<file path="src/rtl/can_pkg.sv">
// Shared types, REC step constants and small helpers for the CAN receive
// error signalling block.
package can_pkg;

  typedef enum logic [1:0] {
    IDLE     = 2'd0,
    FLAG     = 2'd1,
    SUPERPOS = 2'd2,
    DELIM    = 2'd3
  } err_state_t;

  typedef enum logic [2:0] {
    ERR_NONE  = 3'd0,
    ERR_STUFF = 3'd1,
    ERR_FORM  = 3'd2,
    ERR_CRC   = 3'd3,
    ERR_BIT   = 3'd4
  } err_code_t;

  localparam logic [8:0] REC_INC            = 9'd1;
  localparam logic [8:0] REC_INC_FLAG       = 9'd8;
  localparam logic [7:0] REC_PASSIVE_RELOAD = 8'd120;
  localparam logic [8:0] REC_MAX            = 9'd255;

  // Add a step to REC in 9 bits and clamp at 255.
  function automatic logic [7:0] rec_sat_add(input logic [7:0] rec, input logic [8:0] step);
    logic [8:0] sum;
    sum = {1'b0, rec} + step;
    if (sum > REC_MAX) begin
      return 8'hFF;
    end else begin
      return sum[7:0];
    end
  endfunction

  // Coinciding pulses collapse to one code: bit > stuff > form > crc.
  function automatic err_code_t err_priority(input logic b, input logic s,
                                             input logic f, input logic c);
    if (b) begin
      return ERR_BIT;
    end else if (s) begin
      return ERR_STUFF;
    end else if (f) begin
      return ERR_FORM;
    end else if (c) begin
      return ERR_CRC;
    end else begin
      return ERR_NONE;
    end
  endfunction

endpackage

</file>
<file path="src/rtl/can_rx_error_signaler_if.sv">
// Bus bundle between the receive path and the error signaller.
interface can_rx_error_signaler_if;
  logic       enable;
  logic       bit_tick;
  logic       rx_bit;
  logic       stuff_error;
  logic       form_error;
  logic       crc_error;
  logic       bit_error;
  logic       rx_frame_valid;
  logic       tx_bit;
  logic       error_frame_active;
  logic       error_passive;
  logic [7:0] rec;
  logic [2:0] last_error_code;

  modport master (
    output enable, bit_tick, rx_bit, stuff_error, form_error, crc_error,
           bit_error, rx_frame_valid,
    input  tx_bit, error_frame_active, error_passive, rec, last_error_code
  );

  modport slave (
    input  enable, bit_tick, rx_bit, stuff_error, form_error, crc_error,
           bit_error, rx_frame_valid,
    output tx_bit, error_frame_active, error_passive, rec, last_error_code
  );
endinterface

</file>
<file path="src/rtl/can_error_counter.sv">
// Receive error counter: saturating increments, frame-valid decrement with
// passive reload, and the error-passive compare.
module can_error_counter
  import can_pkg::*;
#(
  parameter int PASSIVE_LIMIT = 128
) (
  input  logic       clock,
  input  logic       reset,
  input  logic       inc_one,
  input  logic       inc_flag,
  input  logic       dec,
  output logic [7:0] rec,
  output logic       error_passive
);

  logic [7:0] rec_r;
  logic [7:0] rec_n;
  logic       passive_s;

  assign passive_s     = ({1'b0, rec_r} >= 9'(PASSIVE_LIMIT));
  assign rec           = rec_r;
  assign error_passive = passive_s;

  // Next REC value; the caller never raises both increments together.
  always_comb begin
    rec_n = rec_r;
    if (inc_flag) begin
      rec_n = rec_sat_add(rec_r, REC_INC_FLAG);
    end else if (inc_one) begin
      rec_n = rec_sat_add(rec_r, REC_INC);
    end else if (dec) begin
      if (passive_s) begin
        rec_n = REC_PASSIVE_RELOAD;
      end else if (rec_r != 8'd0) begin
        rec_n = rec_r - 8'd1;
      end else begin
        rec_n = rec_r;
      end
    end else begin
      rec_n = rec_r;
    end
  end

  // REC register; only reset clears it.
  always_ff @(posedge clock) begin
    if (reset) begin
      rec_r <= 8'd0;
    end else begin
      rec_r <= rec_n;
    end
  end

endmodule

</file>
<file path="src/rtl/can_rx_error_signaler.sv">
// Receive-side CAN error frame generator: error flag, superposition wait and
// recessive delimiter, one bit per bit_tick, plus REC bookkeeping.
module can_rx_error_signaler
  import can_pkg::*;
#(
  parameter int FLAG_BITS     = 6,
  parameter int DELIM_BITS    = 8,
  parameter int PASSIVE_LIMIT = 128
) (
  input logic clock,
  input logic reset,
  can_rx_error_signaler_if.slave bus
);

  localparam int CNT_W = $clog2(FLAG_BITS + DELIM_BITS + 1);
  localparam logic [CNT_W-1:0] CNT_ZERO   = CNT_W'(0);
  localparam logic [CNT_W-1:0] CNT_ONE    = CNT_W'(1);
  localparam logic [CNT_W-1:0] FLAG_LAST  = CNT_W'(FLAG_BITS);
  localparam logic [CNT_W-1:0] DELIM_LAST = CNT_W'(DELIM_BITS - 1);

  err_state_t       state_r, state_n;
  logic [CNT_W-1:0] bit_cnt_r, bit_cnt_n;
  logic [2:0]       dom_cnt_r, dom_cnt_n;
  logic             first_dom_r, first_dom_n;
  logic             tx_bit_r, tx_bit_n;
  logic             flag_passive_r, flag_passive_n;
  logic             pending_r, pending_n;
  err_code_t        code_r, code_n;
  err_code_t        pulse_code_s;
  logic             any_err_s, accept_s;
  logic             inc_one_s, inc_flag_s, dec_s;
  logic [7:0]       rec_s;
  logic             passive_s;

  assign any_err_s    = bus.bit_error | bus.stuff_error | bus.form_error | bus.crc_error;
  assign pulse_code_s = err_priority(bus.bit_error, bus.stuff_error, bus.form_error, bus.crc_error);
  assign accept_s     = any_err_s && ((state_r == IDLE) || (state_r == DELIM));

  can_error_counter #(.PASSIVE_LIMIT(PASSIVE_LIMIT)) u_rec (
    .clock         (clock),
    .reset         (reset),
    .inc_one       (inc_one_s & bus.enable),
    .inc_flag      (inc_flag_s & bus.enable),
    .dec           (dec_s & bus.enable),
    .rec           (rec_s),
    .error_passive (passive_s)
  );

  assign bus.tx_bit             = tx_bit_r;
  assign bus.error_frame_active = (state_r != IDLE);
  assign bus.error_passive      = passive_s;
  assign bus.rec                = rec_s;
  assign bus.last_error_code    = code_r;

  // Next-state, bit counters, tx bit and REC event strobes.
  always_comb begin
    state_n        = state_r;
    bit_cnt_n      = bit_cnt_r;
    dom_cnt_n      = dom_cnt_r;
    first_dom_n    = first_dom_r;
    tx_bit_n       = tx_bit_r;
    flag_passive_n = flag_passive_r;
    pending_n      = pending_r;
    code_n         = code_r;
    inc_one_s      = 1'b0;
    inc_flag_s     = 1'b0;
    // A coinciding error pulse wins over the frame-valid decrement.
    dec_s          = bus.rx_frame_valid && (state_r == IDLE) && !accept_s;

    if (accept_s) begin
      pending_n = 1'b1;
      code_n    = pulse_code_s;
      inc_one_s = 1'b1;
    end else begin
      pending_n = pending_r;
    end

    case (state_r)
      IDLE: begin
        if (bus.bit_tick && pending_r) begin
          state_n        = FLAG;
          bit_cnt_n      = CNT_ONE;
          tx_bit_n       = passive_s;
          flag_passive_n = passive_s;
          pending_n      = 1'b0;
        end else begin
          state_n = IDLE;
        end
      end
      FLAG: begin
        if (bus.bit_tick) begin
          if (!flag_passive_r && bus.rx_bit) begin
            inc_flag_s = 1'b1;
          end else begin
            inc_flag_s = 1'b0;
          end
          if (bit_cnt_r == FLAG_LAST) begin
            state_n     = SUPERPOS;
            tx_bit_n    = 1'b1;
            first_dom_n = 1'b1;
            dom_cnt_n   = 3'd0;
            bit_cnt_n   = CNT_ZERO;
          end else begin
            bit_cnt_n = bit_cnt_r + CNT_ONE;
          end
        end else begin
          state_n = FLAG;
        end
      end
      SUPERPOS: begin
        if (bus.bit_tick) begin
          if (bus.rx_bit) begin
            // This recessive bit is delimiter bit 1.
            state_n   = DELIM;
            bit_cnt_n = CNT_ONE;
            tx_bit_n  = 1'b1;
          end else if (first_dom_r) begin
            inc_flag_s  = 1'b1;
            first_dom_n = 1'b0;
            dom_cnt_n   = 3'd0;
          end else if (dom_cnt_r == 3'd7) begin
            inc_flag_s = 1'b1;
            dom_cnt_n  = 3'd0;
          end else begin
            dom_cnt_n = dom_cnt_r + 3'd1;
          end
        end else begin
          state_n = SUPERPOS;
        end
      end
      DELIM: begin
        if (bus.bit_tick) begin
          if (!bus.rx_bit) begin
            // Corrupted delimiter: form error, restart the flag immediately.
            state_n        = FLAG;
            bit_cnt_n      = CNT_ONE;
            tx_bit_n       = passive_s;
            flag_passive_n = passive_s;
            inc_one_s      = 1'b1;
            code_n         = ERR_FORM;
            pending_n      = 1'b0;
          end else if (bit_cnt_r == DELIM_LAST) begin
            state_n   = IDLE;
            bit_cnt_n = CNT_ZERO;
          end else begin
            bit_cnt_n = bit_cnt_r + CNT_ONE;
          end
        end else begin
          state_n = DELIM;
        end
      end
      default: begin
        state_n  = IDLE;
        tx_bit_n = 1'b1;
      end
    endcase
  end

  // State register; enable low resets everything except REC and the code.
  always_ff @(posedge clock) begin
    if (reset) begin
      state_r        <= IDLE;
      bit_cnt_r      <= CNT_ZERO;
      dom_cnt_r      <= 3'd0;
      first_dom_r    <= 1'b0;
      tx_bit_r       <= 1'b1;
      flag_passive_r <= 1'b0;
      pending_r      <= 1'b0;
      code_r         <= ERR_NONE;
    end else if (!bus.enable) begin
      state_r        <= IDLE;
      bit_cnt_r      <= CNT_ZERO;
      dom_cnt_r      <= 3'd0;
      first_dom_r    <= 1'b0;
      tx_bit_r       <= 1'b1;
      flag_passive_r <= 1'b0;
      pending_r      <= 1'b0;
      code_r         <= code_r;
    end else begin
      state_r        <= state_n;
      bit_cnt_r      <= bit_cnt_n;
      dom_cnt_r      <= dom_cnt_n;
      first_dom_r    <= first_dom_n;
      tx_bit_r       <= tx_bit_n;
      flag_passive_r <= flag_passive_n;
      pending_r      <= pending_n;
      code_r         <= code_n;
    end
  end

endmodule

</file>
<file path="src/flat_wrapper.sv">
// flat-port wrapper written by rule: the top's interface ports become plain ports
module can_rx_error_signaler_flat import can_pkg::*;
#(
  parameter int FLAG_BITS     = 6,
  parameter int DELIM_BITS    = 8,
  parameter int PASSIVE_LIMIT = 128
)
  (clock, reset, bus_enable, bus_bit_tick, bus_rx_bit, bus_stuff_error, bus_form_error, bus_crc_error, bus_bit_error, bus_rx_frame_valid, bus_tx_bit, bus_error_frame_active, bus_error_passive, bus_rec, bus_last_error_code);
  can_rx_error_signaler_if bus_i ();
  input logic clock;
  input logic reset;
  input wire logic [$bits(bus_i.enable)-1:0] bus_enable;
  input wire logic [$bits(bus_i.bit_tick)-1:0] bus_bit_tick;
  input wire logic [$bits(bus_i.rx_bit)-1:0] bus_rx_bit;
  input wire logic [$bits(bus_i.stuff_error)-1:0] bus_stuff_error;
  input wire logic [$bits(bus_i.form_error)-1:0] bus_form_error;
  input wire logic [$bits(bus_i.crc_error)-1:0] bus_crc_error;
  input wire logic [$bits(bus_i.bit_error)-1:0] bus_bit_error;
  input wire logic [$bits(bus_i.rx_frame_valid)-1:0] bus_rx_frame_valid;
  output wire logic [$bits(bus_i.tx_bit)-1:0] bus_tx_bit;
  output wire logic [$bits(bus_i.error_frame_active)-1:0] bus_error_frame_active;
  output wire logic [$bits(bus_i.error_passive)-1:0] bus_error_passive;
  output wire logic [$bits(bus_i.rec)-1:0] bus_rec;
  output wire logic [$bits(bus_i.last_error_code)-1:0] bus_last_error_code;
  assign bus_i.enable = bus_enable;
  assign bus_i.bit_tick = bus_bit_tick;
  assign bus_i.rx_bit = bus_rx_bit;
  assign bus_i.stuff_error = bus_stuff_error;
  assign bus_i.form_error = bus_form_error;
  assign bus_i.crc_error = bus_crc_error;
  assign bus_i.bit_error = bus_bit_error;
  assign bus_i.rx_frame_valid = bus_rx_frame_valid;
  assign bus_tx_bit = bus_i.tx_bit;
  assign bus_error_frame_active = bus_i.error_frame_active;
  assign bus_error_passive = bus_i.error_passive;
  assign bus_rec = bus_i.rec;
  assign bus_last_error_code = bus_i.last_error_code;
  can_rx_error_signaler #(.FLAG_BITS(FLAG_BITS), .DELIM_BITS(DELIM_BITS), .PASSIVE_LIMIT(PASSIVE_LIMIT)) u_core (.clock(clock), .reset(reset), .bus(bus_i));
endmodule
</file>
<file path="config.mk">
export PLATFORM = sky130hd
export DESIGN_NAME = can_rx_error_signaler_flat
export DESIGN_NICKNAME = d
export VERILOG_FILES = /design/src/rtl/can_pkg.sv /design/src/rtl/can_rx_error_signaler_if.sv /design/src/rtl/can_error_counter.sv /design/src/rtl/can_rx_error_signaler.sv /design/src/flat_wrapper.sv
export SDC_FILE = /design/constraint.sdc
export NUM_CORES = 1
export LEC_CHECK = 0
export ABC_AREA = 1
export BUFFER_PORTS_ARGS = -buffer_cell sky130_fd_sc_hd__buf_2
export CAP_MARGIN = 20
export CORE_MARGIN = 5
export CORE_UTILIZATION = 34
export DETAILED_ROUTE_END_ITERATION = 8
export HOLD_SLACK_MARGIN = 0.06
export PLACE_DENSITY_LB_ADDON = 0.2
export SLEW_MARGIN = 0
export SYNTH_ARGS = -nofsm -noshare
export SYNTH_HDL_FRONTEND = slang
export SYNTH_HIERARCHICAL = 1
export SYNTH_SLANG_ARGS = --single-unit
</file>
<file path="constraint.sdc">
create_clock -name clock -period 2 [get_ports clock]
set_clock_uncertainty 0.15 [all_clocks]
set_input_delay 0.3 -clock clock [delete_from_list [all_inputs] [get_ports clock]]
set_output_delay 0.3 -clock clock [all_outputs]
set_load 0.01 [all_outputs]
</file>
# ---- Word-level counts from Yosys, hierarchy flattened
# Cells that the tools add are included.
dict set report classes {
  n_lt_le_gt_ge 3
  reduce_logical 22
  n_eq_ne 17
  bitwise 7
  addsub 5
  n_mux 68
}
# operator n
set ops {}
lappend ops {{2-to-1 mux 8 bit} 7}
lappend ops {{2-to-1 mux 3 bit} 13}
lappend ops {{2-to-1 mux 4 bit} 8}
lappend ops {{2-to-1 mux 1 bit} 24}
lappend ops {{> comparator 9 x 8 -> 1 bit (second input constant)} 2}
lappend ops {{2-to-1 mux 2 bit} 8}
lappend ops {{one-hot mux 4 bit (4 select lines)} 1}
lappend ops {{inequality test 2 bit (second input constant)} 7}
lappend ops {{AND reduction 5 bit} 2}
lappend ops {{adder 8 x 1 -> 9 bit (second input constant)} 1}
lappend ops {{adder 8 x 4 -> 9 bit (second input constant)} 1}
lappend ops {{== test 4 x 3 -> 1 bit (second input constant)} 2}
lappend ops {{greater-or-equal comparator 8 bit (second input constant)} 1}
lappend ops {{one-hot mux 1 bit (2 select lines)} 4}
lappend ops {{one-hot mux 2 bit (4 select lines)} 1}
lappend ops {{nonzero test 8 bit} 1}
lappend ops {{subtractor 8 x 1 -> 8 bit (second input constant)} 1}
lappend ops {{AND reduction 7 bit} 1}
lappend ops {{one-hot mux 3 bit (2 select lines)} 1}
lappend ops {{nonzero test 2 bit} 3}
lappend ops {{logical AND 1 bit} 5}
lappend ops {{adder 4 x 1 -> 4 bit (second input constant)} 1}
lappend ops {{== test 2 bit (second input constant)} 2}
lappend ops {{inequality test 4 bit (second input constant)} 1}
lappend ops {{other kinds (19)} 24}
dict set report word_totals {
  register_bits 24
  word_cells 131
  out_inout_bits 14
  in_bits 10
}

# ---- Longest topological paths before layout
# Gate-level depths: netlist (run 1).
dict set report depth {
  ltp_word 11
  ltp_mapped 16
  mapped_depth_nobuf 14
}

# ---- Hierarchy
# The synthesis (run 1) kept the hierarchy.
# mod seq_area_each_um2 n_inst area_each_um2 cells_per_inst
set by_module_without_submodules {}
lappend by_module_without_submodules {can_rx_error_signaler 320.3 1 1218.7 185}
lappend by_module_without_submodules {can_error_counter 160.2 1 1121.1 178}

# ---- Least setup slack after synthesis (run 1)
# No wires, ideal clock.
dict set report synth_timing {
  path_type {register -> register}
  start {register u_core.state_r[0]}
  end {register u_core.u_rec.rec_r[2] (netlist: u_core/u_rec/rec[2])}
  arrival_time_ps 1888
  required_ps 1724
  setup_time_ps 126
  period_less_slack_ps 2165
  path_stages_with_launch 17
  path_slack_ps -165
  path_buffers 2
  cell_sequence {dfxtp_1 inv_1 ha_1 buf_6 nand2_4 nor2_1 o21ai_0 nor3_1 clkbuf_8 nor2_1 nand4_1 nand2_2 inv_2 nand2_4 nand2_1 nand2_1 a21oi_2}
}
dict set report synth_via {
  elab_chain_cells 10
  elab_cells_between_ends 22
  cone_classes {3 x eq/ne; 7 x mux; 3 x bitwise; 9 x reduce/logical}
}
# element line_no
set synth_lines {}
lappend synth_lines {{start, declared} can_rx_error_signaler.sv:21} ;# err_state_t state_r, state_n;
lappend synth_lines {{start signal, assigned} can_rx_error_signaler.sv:180} ;# state_r <= state_n;
lappend synth_lines {{== test 2 bit or zero test 2 bit (tied branches)} {can_rx_error_signaler.sv:37, can_rx_error_signaler.sv:78, can_rx_error_signaler.sv:68}}
lappend synth_lines {{logical OR 1 bit} can_rx_error_signaler.sv:37} ;# assign accept_s = any_err_s && ((state_r == IDLE) || (state_r == DELIM));
lappend synth_lines {{logical AND 1 bit} can_rx_error_signaler.sv:37}
lappend synth_lines {{2-to-1 mux 1 bit} can_rx_error_signaler.sv:70} ;# if (accept_s) begin
lappend synth_lines {{2-to-1 mux 1 bit} can_rx_error_signaler.sv:133} ;# if (!bus.rx_bit) begin
lappend synth_lines {{2-to-1 mux 1 bit} can_rx_error_signaler.sv:132} ;# if (bus.bit_tick) begin
lappend synth_lines {{2-to-1 mux 1 bit} can_rx_error_signaler.sv:78} ;# case (state_r)
lappend synth_lines {{bitwise AND 1 bit} can_rx_error_signaler.sv:42} ;# .inc_one (inc_one_s & bus.enable),
lappend synth_lines {{nonzero test 4 bit (no line) (tied with other cells)} n/a}
lappend synth_lines {{AND reduction 2 bit (no line) or 2-to-1 mux 8 bit (tied branches)} n/a}
lappend synth_lines {{end signal, assigned} can_error_counter.sv:50} ;# rec_r <= rec_n;
lappend synth_lines {{end, declared} can_error_counter.sv:17} ;# logic [7:0] rec_r;
# Several ways; a longest one is shown, not always the timed one.
# A chain may end at the register's enable or synchronous reset.

# ---- Worst setup path in the final report (run 1)
dict set report layout_timing {
  start {register u_core.state_r[0]}
  end {register u_core.u_rec.rec_r[3] (netlist: u_core/u_rec/rec[3])}
}
# The elaborated chain is that of the path after synthesis.

==> flow_summary_export.csv, run 1 <==
group,metric,value,unit
global_routing,grt_pass1_vias,2173,
floorplan,ioPinCount,24,
clock_network,ctsHoldBuffers,0,
floorplan,placementRows,30,
global_routing,antenna_found_initial,0,
placement,portBuffers,23,
finish,nets,441,
timing,fmax,0.5037,GHz
logic_synthesis,yosysSeqAreaShare,20.53,%
floorplan,start_util,34.63,%
setup_path,crit_required,2.06,ns
power,p_leak,1.403,nW
finish,area_delta_synth_final,24.87,%
setup_path,critical-path-top-delay-family,"simple AND/OR/NAND/NOR gates",
setup_path,path_class,"reg2reg",
drt,antenna_left,0,
drt,wire_per_inst,13.01,um
setup_path,cp_cell_sequence,"inv_4, ha_4, nor3_2, o21ai_1, nor3_2, nor2_2, nand4_1, nand2_2, buf_6, nor2_1, nand2_1, a21oi_1",
drt,wl,6439,um
placement,gp_congestion,0.8794,
clock_network,cts_max_path_buffers,2,
setup_path,max_stage_delay,0.36,ns
floorplan,fp.coreArea,6756,um^2
timing,min_period,1.985,ns
finish,num-fill-cells,723,
clock_network,numCtsBuffers,3,
floorplan,die-area,8641,um^2
power,p_per_area,623.5,nW/um^2
placement,place_inst,489,
setup_path,end_kind,"register",
drt,drt_iter0_markers,125,
logic_synthesis,synth_cell_types,35,
timing,rsz0062_at_grt,"true",
setup_path,cp_num_cells,12,
drt,firstDrtPassIters,4,
hold_path,hp-class,"in2reg",
logic_synthesis,syn_area_per_cell,6.446,um^2
setup_path,worst-path-buf-inv,2,
logic_synthesis,synth-seq-cells,24,
timing,finalHoldViolCount,0,
power,ir_drop,0.2762,mV
finish,drive_gt1_share,35.42,%
logic_synthesis,synth_cells,363,
clock_network,htree_levels,1,
timing,finalSetupViolCount,0,
setup_path,rr_worst_depth,12,
global_routing,grt_max_degree,15,
timing,slew_headroom,74.02,%
timing,worst_pin_slew,0.3891,ns
floorplan,dieWidth,92.96,um
logic_synthesis,syn-cell-area,2340,um^2
clock_network,cts_sinks,24,
timing,worst_hold_slack,0.1624,ns
global_routing,grt_pass1_wl,10470,um
logic_synthesis,yosys_warnings,6,
global_routing,track_usage,14.90,%
finish,fin_cells,495,
floorplan,fp.dieH,92.96,um
clock_network,cts_tree,"built",
drt,drt_drc_violations_left,0,
clock_network,clock_latency,0.27,ns
global_routing,overflow,0,
setup_path,cp_data_arrival_time,2.04,ns
drt,num_vias,2386,
run,cap_violations,0,
power,finalPower,0.001822,W
setup_path,path_max_fanout,5,
drt,routed_via_density,4.820,
finish,antenna_cells,0,
clock_network,clkTransAtPathRegs,0.10,ns
run_status,outcome,"finished clean",
clock_network,cts_root_buf,"clkbuf_8",
setup_path,setup.worst_path.start_class,"register",
placement,place_hpwl,5105,um
setup_path,critPathSlowestCell,"dfxtp_2",
setup_path,crit_top_cell,"nor3_2",
timing,min_period_over_period,99.27,%
logic_synthesis,synth_nets,388,
hold_path,hold_path_depth,2,
timing,drv_slew,0,
==> flip-flops by register name, indices dropped and copies added (netlist names) <==
register	flops
u_core/bit_cnt_r	4
u_core/dom_cnt_r	3
u_core/u_rec/rec	8
u_core/bus.last_error_code	3
u_core/pending_r	1
u_core/first_dom_r	1
u_core/state_r	2
u_core/bus.tx_bit	1
u_core/flag_passive_r	1
==> synth_stat cells <==
master | number | area, um^2
nand2_1 | 89 | 334.1
inv_1 | 40 | 150.1
nor2_1 | 37 | 138.9
nand3_1 | 30 | 150.1
dfxtp_1 | 24 | 480.5
nand2_2 | 16 | 100.1
ha_1 | 15 | 187.7
a21oi_1 | 14 | 70.07
o21ai_0 | 13 | 65.06
inv_2 | 10 | 37.54
nand4_1 | 9 | 56.30
nor3_1 | 9 | 45.04
nand2_4 | 7 | 78.83
a21oi_2 | 6 | 52.55
buf_6 | 6 | 67.56
nor2_2 | 6 | 37.54
nand3_2 | 3 | 30.03
o21ai_1 | 3 | 15.01
o21ai_2 | 3 | 26.28
xor2_1 | 3 | 26.28
a21boi_1 | 2 | 15.01
buf_4 | 2 | 15.01
inv_4 | 2 | 12.51
nand3_4 | 2 | 35.03
nor2_4 | 2 | 22.52
a21boi_0 | 1 | 7.510
a311oi_1 | 1 | 8.760
buf_2 | 1 | 5.000
clkbuf_1 | 1 | 3.750
clkbuf_8 | 1 | 13.76
nor2_8 | 1 | 20.02
nor4_1 | 1 | 6.260
o211a_1 | 1 | 10.01
o311ai_1 | 1 | 8.760
or2_0 | 1 | 6.260
==> layout make-up <==
type | count | area (um^2) | share of cell area [%]
Clock buffer | 3 | 41.29 | 1.413
Clock inverter | 1 | 30.03 | 1.028
Inverter | 52 | 205.2 | 7.024
Multi-Input combinational cell | 276 | 1664 | 56.96
Sequential cell | 24 | 488.0 | 16.70
Tap cell | 80 | 100.1 | 3.426
Timing Repair Buffer | 59 | 392.9 | 13.45
==> cell usage in the layout, fill, tap and decap left out, drive strengths merged <==
master,instances
a21boi,3
a21oi,20
a311oi,1
buf,59
bufinv,1
clkbuf,3
dfxtp,24
ha,15
inv,52
nand2,112
nand3,35
nand4,9
nor2,46
nor3,9
nor4,1
o211a,1
o21ai,19
o311ai,1
or2,1
xor2,3
==> kinds of logic (layout without fill, tap and decap cells) <==
kind of cell	count (synthesis)	after routing	synth area share [%]
flops	24	24	20.53
compound gates	45	45	11.93
xor+xnor	3	3	1.123
simple gates	213	213	45.35
buf+inv	63	115	13.05
fa+ha+maj	15	15	8.021
==> what timing repair did <==
item	CTS	global route
setup endpoints to repair	6	8
hold endpoints to repair	0	0
gates resized for setup	6	22
pin swaps	5	4
cloned	0	0
setup buffers	0	2
==> where the power goes <==
group / switching [W] / total, W / internal (W)
clock network: 0.000175 / 0.000443 / 0.000268
logic: 0.000497 / 0.000811 / 0.000314
registers: 0.0000513 / 0.000568 / 0.000516
==> worst paths after layout <==
kind,from,end,slack (ns)
min,reset,u_core/u_rec/rec[4],0.16
min reg2reg,u_core/bus.tx_bit,u_core/bus.tx_bit,0.31
max,u_core/state_r[0],u_core/u_rec/rec[3],0.01
max reg2reg,u_core/state_r[0],u_core/u_rec/rec[3],0.01
==> through the flow <==
| stage | instance area [um^2] | setup TNS, ns | utilization (%) | setup slack [ns] |
|---|---|---|---|---|
| after floorplan | 2362 | -0.3202 | - | -0.1014 |
| after global placement | 2728 | -0.04806 | 40.37 | -0.01685 |
| after global routing | 2922 | -0.4324 | 43.24 | -0.08139 |
| final | 2922 | 0 | 43.24 | 0.01459 |
| after CTS | 2820 | 0 | 41.74 | 0.002747 |
| after detailed placement | 2728 | -0.2078 | 40.37 | -0.04752 |
==> worst register-to-register path: stages (launching register included) <==
cell and delay (ns):
dfxtp_2 0.36, inv_4 0.05, ha_4 0.18, nor3_2 0.16
o21ai_1 0.10, nor3_2 0.20, nor2_2 0.06, nand4_1 0.08
nand2_2 0.13, buf_6 0.16, nor2_1 0.11, nand2_1 0.06
a21oi_1 0.12
==> routing by layer <==
metal	GRT usage (%)	wire [um]	up-vias	share of wire, %
met5	0	0	-	0
met4	2.930	35	0	0.54
met3	2.031	241	2	3.7
met2	22.80	2850	46	44
met1	22.16	3312	1072	51
li1	-	-	1266	-
(Power assumes the default switching activity.)
==> run 2, diff against run 1 <==
--- a/config.mk
+++ b/config.mk
@@ -8,6 +8,8 @@
 export ABC_AREA = 1
 export BUFFER_PORTS_ARGS = -buffer_cell sky130_fd_sc_hd__buf_2
 export CAP_MARGIN = 20
+export CELL_PAD_IN_SITES_DETAIL_PLACEMENT = 0
+export CELL_PAD_IN_SITES_GLOBAL_PLACEMENT = 1
 export CORE_MARGIN = 5
 export CORE_UTILIZATION = 34
 export DETAILED_ROUTE_END_ITERATION = 8
==> flow_summary_export.csv, run 2 (synthesized netlist as in run 1, its figures left out) <==
group,metric,value,unit
run_status,outcome,"complete, but fails checks",
run_status,violations,"negative setup slack",
timing,slew_headroom,73.34,%
floorplan,dieWidth,92.96,um
finish,layout_common_cells,"84 x nand2_1, 39 x buf_4, 39 x inv_1, 33 x nor2_1, 30 x nand3_1",
global_routing,grt_pass1_wl,10580,um
power,p_sw_share,41.60,%
setup_path,cp_cell_sequence,"ha_4, ha_4, nor2_2, nor2_4, o21ai_2, nor3_4, nor2_4, nand4_1, nand2_2, buf_6, buf_4, nand2_1, a21oi_1",
global_routing,track_usage,15.03,%
timing,rsz0062_at_grt,"true",
global_routing,grt_pass1_vias,2230,
placement,gp_congestion,0.8920,
floorplan,fp.coreArea,6756,um^2
drt,routed_via_density,4.771,
timing,worst_pin_slew,0.3968,ns
timing,min_period,2.022,ns
power,ir_drop,0.2197,mV
setup_path,critPathSlowestCell,"dfxtp_2",
floorplan,start_util,34.63,%
finish,final_core_util,43.19,%
setup_path,path_max_fanout,5,
power,p_int,0.0009685,W
floorplan,die-area,8641,um^2
drt,drt_iter0_markers,104,
power,p_sw,0.0006899,W
clock_network,clkTransAtPathRegs,0.09,ns
finish,nets,445,
clock_network,numCtsBuffers,3,
floorplan,fp.dieH,92.96,um
drt,firstDrtPassIters,4,
timing,finalHoldViolCount,0,
hold_path,hp-class,"in2reg",
setup_path,critical-path-top-delay-family,"simple AND/OR/NAND/NOR gates",
setup_path,path_class,"reg2reg",
finish,largest_reg_flops,8,
drt,num_vias,2376,
finish,antenna_cells,0,
placement,portBuffers,23,
finish,final_common_cell,"nand2_1",
drt,wl,6380,um
power,p_clk_share,17.9,%
setup_path,cp_data_arrival_time,2.08,ns
global_routing,antenna_found_initial,0,
power,p_per_area,568.4,nW/um^2
drt,wire_per_inst,12.81,um
timing,finalSetupViolCount,2,
clock_network,cts_root_buf,"clkbuf_8",
power,finalPower,0.001658,W
setup_path,end_kind,"register",
finish,area_delta_synth_final,24.71,%
power,p_leak,1.412,nW
drt,antenna_left,0,
clock_network,clock_latency,0.27,ns
clock_network,cts_tree,"built",
clock_network,htree_levels,1,
setup_path,crit_required,2.06,ns
placement,place_hpwl,5207,um
timing,fmax,0.4946,GHz
timing,finalWorstSetupSlack,-0.02197,ns
drt,drt_drc_violations_left,0,
timing,min_period_over_period,101.1,%
power,comb_power_share,47.6,%
global_routing,overflow,0,
clock_network,cts_sinks,24,
setup_path,worst-path-buf-inv,2,
setup_path,setup.worst_path.start_class,"register",
run,cap_violations,0,
global_routing,grt_max_degree,13,
setup_path,max_stage_delay,0.34,ns
floorplan,ioPinCount,24,
floorplan,placementRows,30,
power,p_seq_share,34.6,%
clock_network,cts_max_path_buffers,2,
timing,drv_slew,0,
finish,drive_gt1_share,35.17,%
==> run 2: cell types whose count changed in the layout (fill, tap and decap cells not counted), sizes merged <==
cell,before,now
bufinv,1,0
buf,59,63
==> run 2: power by group through the flow <==
stage               combinational, W  sequential, W  clock (W)
detailed placement          0.000754       0.000587          0
CTS                         0.000780       0.000575   0.000313
floorplan                   0.000520       0.000584          0
finish                      0.000789       0.000573   0.000296
global route                0.000879       0.000581   0.000329
global placement            0.000755       0.000586          0
==> run 2: worst paths after layout <==
check / from / endpoint / slack (ns) / cells past startpoint
max reg2reg: u_core/dom_cnt_r[1] / u_core/u_rec/rec[6] / -0.02 / 13
min reg2reg: u_core/bus.tx_bit / u_core/bus.tx_bit / 0.32 / 2
min: reset / u_core/u_rec/rec[4] / 0.13 / 2
max: u_core/dom_cnt_r[1] / u_core/u_rec/rec[6] / -0.02 / 13
==> run 2: layout make-up <==
type	count	area, um^2
sequential	24	485.5
tap	80	100.1
timing repair buffer	63	419.2
clock buffer	3	41.29
inverter	52	205.2
multi-input combinational	276	1667
fill	722	3839
==> run 2: routing by layer <==
| layer | vias to the layer above | routed length [um] | track usage [%] |
|---|---|---|---|
| met4 | 0 | 69 | 3.297 |
| met3 | 9 | 188 | 2.600 |
| met1 | 1073 | 3167 | 20.64 |
| met2 | 26 | 2955 | 24.54 |
| li1 | 1268 | - | - |
| met5 | - | 0 | 0 |
==> run 2: repair_timing <==
item,4_1_cts,5_1_grt
resized for setup,19,8
hold endpoints to repair,0,0
hold buffers,0,0
pin swaps,13,9
buffers inserted,2,3
cloned,0,0
setup endpoints to repair,8,8
==> run 2: through the flow <==
| step | instance area, um^2 | cells | setup slack [ns] | hold slack [ns] | TNS (ns) |
|---|---|---|---|---|---|
| after global placement | 2743 | 491 | -0.1455 | 0.2896 | -0.5482 |
| after CTS | 2878 | 495 | -0.04921 | 0.1258 | -0.09637 |
| final | 2918 | 498 | -0.02197 | 0.1346 | -0.04029 |
| after floorplan | 2362 | 363 | -0.1014 | 0.2124 | -0.3202 |
| after detailed placement | 2743 | 491 | -0.1308 | 0.3074 | -0.8209 |
| after global routing | 2918 | 498 | -0.1775 | 0.1335 | -1.086 |
